**src/rtl/rc4_pkg.sv**
```systemverilog
// Shared RC4 definitions: PRGA state encoding and memory layout constants.
package rc4_pkg;

  typedef enum logic [3:0] {
    IDLE,
    LEN,
    PT0,
    RDI,
    RDJ,
    WRI,
    WRJ,
    RDP,
    WRP
  } prga_state_t;

  localparam int MEM_DEPTH = 256;
  localparam logic [7:0] LEN_ADDR = 8'h00;

endpackage

```
**src/rtl/prga_decrypt.sv**
```systemverilog
// RC4 keystream generation and decryption of a length-prefixed ciphertext.
// Reads the scheduled S array, writes plaintext to PT with pt[0] = length.
module prga_decrypt
  import rc4_pkg::*;
#(
  parameter int ADDR_W = 8,
  parameter int DATA_W = 8
) (
  input  logic              clk,
  input  logic              rst_n,
  input  logic              en,
  output logic              rdy,
  output logic [ADDR_W-1:0] s_addr,
  input  logic [DATA_W-1:0] s_rddata,
  output logic [DATA_W-1:0] s_wrdata,
  output logic              s_wren,
  output logic [ADDR_W-1:0] ct_addr,
  input  logic [DATA_W-1:0] ct_rddata,
  output logic [ADDR_W-1:0] pt_addr,
  output logic [DATA_W-1:0] pt_wrdata,
  output logic              pt_wren
);

  prga_state_t       state, state_next;
  logic [ADDR_W-1:0] i, i_next, j, j_next, k, k_next;
  logic [DATA_W-1:0] len, len_next, si, si_next, sj, sj_next;
  logic [DATA_W-1:0] ct_byte, ct_byte_next;

  // State and datapath registers
  always_ff @(posedge clk or negedge rst_n) begin
    if (!rst_n) begin
      state   <= IDLE;
      i       <= '0;
      j       <= '0;
      k       <= '0;
      len     <= '0;
      si      <= '0;
      sj      <= '0;
      ct_byte <= '0;
    end else begin
      state   <= state_next;
      i       <= i_next;
      j       <= j_next;
      k       <= k_next;
      len     <= len_next;
      si      <= si_next;
      sj      <= sj_next;
      ct_byte <= ct_byte_next;
    end
  end

  // Next-state, datapath updates and memory port decode
  always_comb begin
    state_next   = state;
    i_next       = i;
    j_next       = j;
    k_next       = k;
    len_next     = len;
    si_next      = si;
    sj_next      = sj;
    ct_byte_next = ct_byte;
    rdy          = 1'b0;
    s_addr       = '0;
    s_wrdata     = '0;
    s_wren       = 1'b0;
    ct_addr      = '0;
    pt_addr      = '0;
    pt_wrdata    = '0;
    pt_wren      = 1'b0;

    case (state)
      IDLE: begin
        rdy = 1'b1;
        if (en) begin
          i_next     = '0;
          j_next     = '0;
          state_next = LEN;
        end else begin
          state_next = IDLE;
        end
      end
      LEN: begin
        ct_addr    = ADDR_W'(LEN_ADDR);
        state_next = PT0;
      end
      PT0: begin
        len_next  = ct_rddata;
        pt_addr   = ADDR_W'(LEN_ADDR);
        pt_wrdata = ct_rddata;
        pt_wren   = 1'b1;
        if (ct_rddata == '0) begin
          state_next = IDLE;
        end else begin
          i_next     = ADDR_W'(1);
          k_next     = ADDR_W'(1);
          state_next = RDI;
        end
      end
      RDI: begin
        s_addr     = i;
        state_next = RDJ;
      end
      RDJ: begin
        si_next    = s_rddata;
        j_next     = j + ADDR_W'(s_rddata);
        s_addr     = j + ADDR_W'(s_rddata);
        state_next = WRI;
      end
      // The swap: s[i] takes s[j] first, then s[j] takes the saved s[i]
      WRI: begin
        sj_next    = s_rddata;
        s_addr     = i;
        s_wrdata   = s_rddata;
        s_wren     = 1'b1;
        ct_addr    = k;
        state_next = WRJ;
      end
      WRJ: begin
        s_addr       = j;
        s_wrdata     = si;
        s_wren       = 1'b1;
        ct_byte_next = ct_rddata;
        state_next   = RDP;
      end
      RDP: begin
        s_addr     = ADDR_W'(si + sj);
        state_next = WRP;
      end
      WRP: begin
        pt_addr   = k;
        pt_wrdata = s_rddata ^ ct_byte;
        pt_wren   = 1'b1;
        if (k == ADDR_W'(len)) begin
          state_next = IDLE;
        end else begin
          k_next     = k + ADDR_W'(1);
          i_next     = i + ADDR_W'(1);
          state_next = RDI;
        end
      end
      default: begin
        state_next = IDLE;
      end
    endcase
  end

endmodule
```
**config.mk**
```make
export PLATFORM = sky130hd
export DESIGN_NAME = prga_decrypt
export DESIGN_NICKNAME = d
export VERILOG_FILES = /design/src/rtl/rc4_pkg.sv /design/src/rtl/prga_decrypt.sv
export SDC_FILE = /design/constraint.sdc
export NUM_CORES = 1
export LEC_CHECK = 0
export ABC_AREA = 0
export CORE_ASPECT_RATIO = 1.25
export CORE_MARGIN = 2
export CORE_UTILIZATION = 54
export DETAILED_ROUTE_END_ITERATION = 12
export PLACE_DENSITY = 0.81
export SLEW_MARGIN = 30
export SYNTH_ARGS = -nofsm -noshare
export SYNTH_HDL_FRONTEND = slang
export SYNTH_SLANG_ARGS = --single-unit
```
**constraint.sdc**
```tcl
create_clock -name clk -period 2.3 [get_ports clk]
set_clock_uncertainty 0.15 [all_clocks]
set_input_delay 0.345 -clock clk [delete_from_list [all_inputs] [get_ports clk]]
set_output_delay 0.345 -clock clk [all_outputs]
set_load 0.01 [all_outputs]
```
After elaboration in Yosys (flattened, before gate mapping)
Index checks and enable logic that the tools add are counted.
W data, S select, Z words.
{ "totals": {"n_memories": 0, "word_cells": 55, "output_inout_bits": 43, "mem_bits_ro": 0, "inputBits": 19, "ram_bits": 0, "reg_bits": 60, "latchBits": 0} }
{ "classes": {"reduce_logical": 11, "eq_ne": 12, "multipliers": 0, "shifts": 0, "n_div": 0, "add_sub_neg": 4, "order_cmp": 0, "mux": 19, "bitwise_logic": 1} }
{ "ops": {"columns": ["operator", "count"], "rows": [
  ["$pmux W8 S2", 4],
  ["$mux W8", 6],
  ["$pmux W4 S9", 1],
  ["$pmux W8 S4", 1],
  ["$pmux W8 S3", 1],
  ["$add A8 B1 Y8 const B", 2],
  ["$add A8 B8 Y8", 2],
  ["$eq A4 B3 Y1 const B", 4],
  ["$eq A4 B2 Y1 const B", 2],
  ["$eq A8 B8 Y1", 1],
  ["$logic_not A8 Y1", 1],
  ["$xor A8 B8 Y8", 1],
  ["$ne A2 B2 Y1 const B", 3],
  ["$reduce_or A2 Y1", 3],
  ["$eq A4 B1 Y1 const B", 1],
  ["$eq A4 B4 Y1 const B", 1],
  ["$logic_not A4 Y1", 1],
  ["$mux W1", 4],
  ["$mux W2", 2],
  ["$reduce_and A4 Y1", 1],
  ["$reduce_bool A2 Y1", 2],
  ["$reduce_and A3 Y1", 1],
  ["$reduce_bool A3 Y1", 1],
  ["$reduce_and A2 Y1", 1]
]} }

Longest topological paths before layout
{ "logic_depth": {"ltp_word": 3, "ltp_mapped": 8, "depth_no_buf": 8} }

Least setup slack after synthesis
Ideal clock, no wire load.
{ "synth_path": {"kind": "register to output", "start": "register j[4]", "end": "output port s_addr[7]", "setup_slack_ns": 0.056, "arrival_time_ns": 1.749, "t_required_ns": 1.805, "stages_incl_launch_ff": 7, "n_path_buf": 0, "path_cell_list": "dfrtp_1 ha_1 a21o_1 a21o_1 a221oi_1 xnor2_1 o221ai_1"} }
{ "synth_between": {"elab_chain_len": 2} }
{ "synth_lines": {"columns": ["element", "line_no", "source"], "rows": [
  ["start: declaration", "prga_decrypt.sv:25", "logic [ADDR_W-1:0] i, i_next, j, j_next, k, k_next;"],
  ["start signal: assignment", "prga_decrypt.sv:43", "j <= j_next;"],
  ["$add A8 B8 Y8", "prga_decrypt.sv:106", "s_addr = j + ADDR_W'(s_rddata);"],
  ["$pmux W8 S4", "prga_decrypt.sv:71", "case (state)"],
  ["end: declaration", "prga_decrypt.sv:13", "output logic [ADDR_W-1:0] s_addr,"]
]} }
Every way passes these cells.

Final worst setup path
{ "layout_path": {"start": "register sj[1]", "end": "output port s_addr[3]"} }
{ "layout_between": {"elab_chain_len": 2} }
{ "layout_lines": {"columns": ["element", "line_no", "source"], "rows": [
  ["start: declaration", "prga_decrypt.sv:26", "logic [DATA_W-1:0] len, len_next, si, si_next, sj, sj_next;"],
  ["start signal: assignment", "prga_decrypt.sv:47", "sj <= sj_next;"],
  ["$add A8 B8 Y8", "prga_decrypt.sv:126", "s_addr = ADDR_W'(si + sj);"],
  ["$pmux W8 S4", "prga_decrypt.sv:71", null]
]} }
Every way passes these cells.

==> metrics.md <==
| Metric | Value |
|---|---|
| DIE WIDTH | `78.7 microns` |
| Top cell type's share of synthesized area | `39.9%` |
| Clock Sinks | `60` |
| Final hold vios | `0` |
| Power Density | `1500 nW/um^2` |
| TritonCTS clock tree | `built` |
| VDD IR max | `1.10 mV` |
| Top post-synthesis cells by area | `dfrtp_1, nand2_1, ha_1` |
| # port buffers | `61` |
| Top delay family on crit path | `compound AO/OA/AOI/OAI gates` |
| CTS clk-pin slew, worst paths | `70 ps` |
| Slew @ Worst Pin | `895 ps` |
| Nets | `635` |
| Leak | `2.99 nW` |
| Arrival @ worst endpoint | `2470 ps` |
| Total grt overflow | `0` |
| GRT Overall Usage | `37.0%` |
| Largest area contributor in the netlist | `dfrtp_1` |
| Starting Density | `55.0%` |
| Period Utilization, post-route | `129%` |
| Fmax | `0.337 GHz` |
| Final non-filler cell total | `691` |
| Slew Limit Fails | `0` |
| First drt pass iteration count | `10` |
| Area delta synth->final | `60.2%` |
| Yosys reg bits | `60` |
| DRT antenna net count | `0` |
| H-Tree Depth | `3` |
| Vias in the first global route | `4,171` |
| WL per Instance | `24.5 microns` |
| Setup violations, final | `38` |
| Crit-path max FO | `3` |
| RSZ-0062 raised after global routing | `true` |
| Post-Synthesis Cells | `399` |
| CP required | `1800 ps` |
| Num CTS Buffers | `9` |
| Largest net degree at the start of global routing | `38` |
| I/O Pins | `62` |
| Die ar. | `7660 sq um` |
| Clk buf depth | `2` |
| Post-synth EDFFs | `0` |
| Initial antenna violation count | `0` |
| Overall Power | `9.06 mW` |
| Unique masters post-synth | `56` |
| Crit. End Element | `output pin` |
| Vias per inst | `6.61` |
| GPL Wtd Cong | `0.906` |
| DRC viols | `0` |
| First-pass GRT wire length | `21.5 mm` |
| Die height | `97.4 microns` |
| 1st-iter DRT viols | `470` |
| Worst path cell trace | `ha_1 > a21oi_2 > o21ai_4 > xor2_2 > a222oi_1 > o31ai_1 > buf_2` |
| Layout cells sized above 1 | `46.1%` |
| Mean Syn Cell Area | `9.44 sq um` |
| Pre-CTS WS | `-1050 ps` |
| Worst Path Buf+Inv | `1` |
| Clk root buf | `clkbuf_8` |
| Status | `complete, but fails checks` |
| Hold Path Class | `input pin to flip-flop` |
| Slowest CP cell | `a222oi_1` |
| TNS Setup | `-6770 ps` |
| Failing checks | `setup timing` |
| Ys async rst share | `100%` |
| Routed vias | `4,567` |
| Yosys warnings | `0` |
| Seq/Total Area, Yosys | `39.9%` |
| FP Rows | `34` |
| Dpl hpwl | `8.47 mm` |
| Worst setup margin | `-667 ps` |
| Rel. slew slack | `40.3%` |
| Syn nets | `436` |
| Core Box Area | `6850 sq um` |
| Fin util | `88.1%` |
| Top FF cell, synth | `dfrtp_1` |
| Clk_lat worst skew | `360 ps` |
| WL final | `16.9 mm` |
| Slowest Stage Delay on Critical Path | `460 ps` |
| Max-cap violations | `0` |
| WS Path Type | `flip-flop to output pin` |
| Critical Path Source Type | `flip-flop` |
| Dpl cells | `624` |
| Final Critical Period | `2970 ps` |
| Diodes inserted | `0` |
| Mapped Area | `3770 sq um` |
-- placed cells by master, fill, tap and decap left out, types with 4 or more instances in the layout --
cell / count
dlygate4sd2_1: 11
o21ai_2: 7
nand4_1: 6
a21o_1: 10
o21ai_0: 6
xor2_1: 5
buf_2: 25
ha_4: 6
o21a_1: 5
ha_2: 4
dfrtp_1: 59
nand2_4: 4
o21ai_1: 7
and3_1: 15
clkdlybuf4s50_1: 12
clkbuf_8: 11
buf_4: 116
ha_1: 6
a22oi_1: 4
nand2_1: 69
nand2_2: 5
nand3_1: 11
xnor2_1: 22
mux2_2: 16
a31oi_1: 5
a22o_1: 9
a21oi_1: 15
buf_6: 35
inv_1: 4
nor2_1: 6
and2_4: 9
-- metrics by stage --
| step | instance area, sq um | hold WS [ps] |
|---|---|---|
| global route | 6030 | 316 |
| CTS | 5560 | 356 |
| floorplan | 3770 | -101 |
| global placement | 5100 | 213 |
| detailed placement | 5100 | 216 |
| finish | 6030 | 311 |
-- routing by layer --
layer / track usage, % / vias up / part of all wire, %
li1: - / 1841 / -
met1: 40.7 / 2170 / 34
met2: 66.5 / 403 / 48
met3: 7.16 / 153 / 8.9
met4: 18.9 / 0 / 9.5
met5: 0 / - / 0
-- state kept, by name, summed over array words and instances, names as in the netlist --
name	cells
ct_byte	8
i	8
j	8
k	8
len	8
si	8
sj	8
state	4
-- area by class of cell --
type                    instances  area [sq um]
well taps                      90           113
flip-flops and latches         60          1500
repair buffers                208          1750
clock inverters                 2          35.0
fillers                       290           816
inverters                       6          25.0
multi-input cells             313          2450
clock buffers                  12           155
-- kinds of logic after synthesis --
family / share of synthesized area, %
muxes: 4.78
and+or+nand+nor: 20.5
adders and majority gates: 6.38
DFF: 39.9
AOI/OAI and AO/OA: 18.4
xor gates and xnor gates: 6.51
buffers and inverters: 3.59
-- final timing paths --
path	slack (ps)	cells after the start	startpoint	end
min in group asynchronous	390	2	rst_n	si[1]
min	310	4	s_rddata[3]	si[3]
max	-670	7	sj[1]	s_addr[3]
max reg2reg	-40	8	state[1]	j[2]
min reg2reg	380	1	sj[3]	sj[3]
max in group asynchronous	1000	3	rst_n	j[6]
-- tightest hold or removal path, stage by stage --
cell and delay, ps:
dlymetal6s2s_1 150, buf_4 160, nand2_1 60, nand2_1 60
-- report_power, final --
part	switching [mW]	internal, mW
sequential	0.521	1.52
combinational	3.05	2.99
clock	0.439	0.546
-- timing repair --
item / CTS / global route
hold buffers: 1 / 0
endpoints found under the setup margin: 43 / 38
pin swaps: 25 / 25
endpoints found under the hold margin: 23 / 0
gates cloned: 0 / 1
resized for setup: 195 / 92
setup buffers: 24 / 32
-- synthesized netlist by cell type, types with 2 or more instances --
cell and instances:
o221ai_1 2, clkbuf_1 6, fa_1 2, a222oi_1 2
buf_4 2, inv_1 5, a22o_1 9, a31oi_1 6
o31ai_1 3, nand3_1 12, mux2_2 16, ha_1 16
nor3_1 2, a221o_1 2, or3_1 3, a211oi_1 3
buf_2 10, nor2b_1 3, a22oi_1 4, xor2_1 6
a21o_1 10, nor4b_4 2, nand4_1 6, and3_1 15
a31o_1 2, and2_1 10, nand2_1 78, xnor2_1 22
a21oi_1 19, a31o_2 2, o21ai_2 3, a32o_1 2
or4_1 3, o21ai_0 19, o21a_1 5, nor2_1 8
dfrtp_1 60
Power figures use the tool's default switching activity.
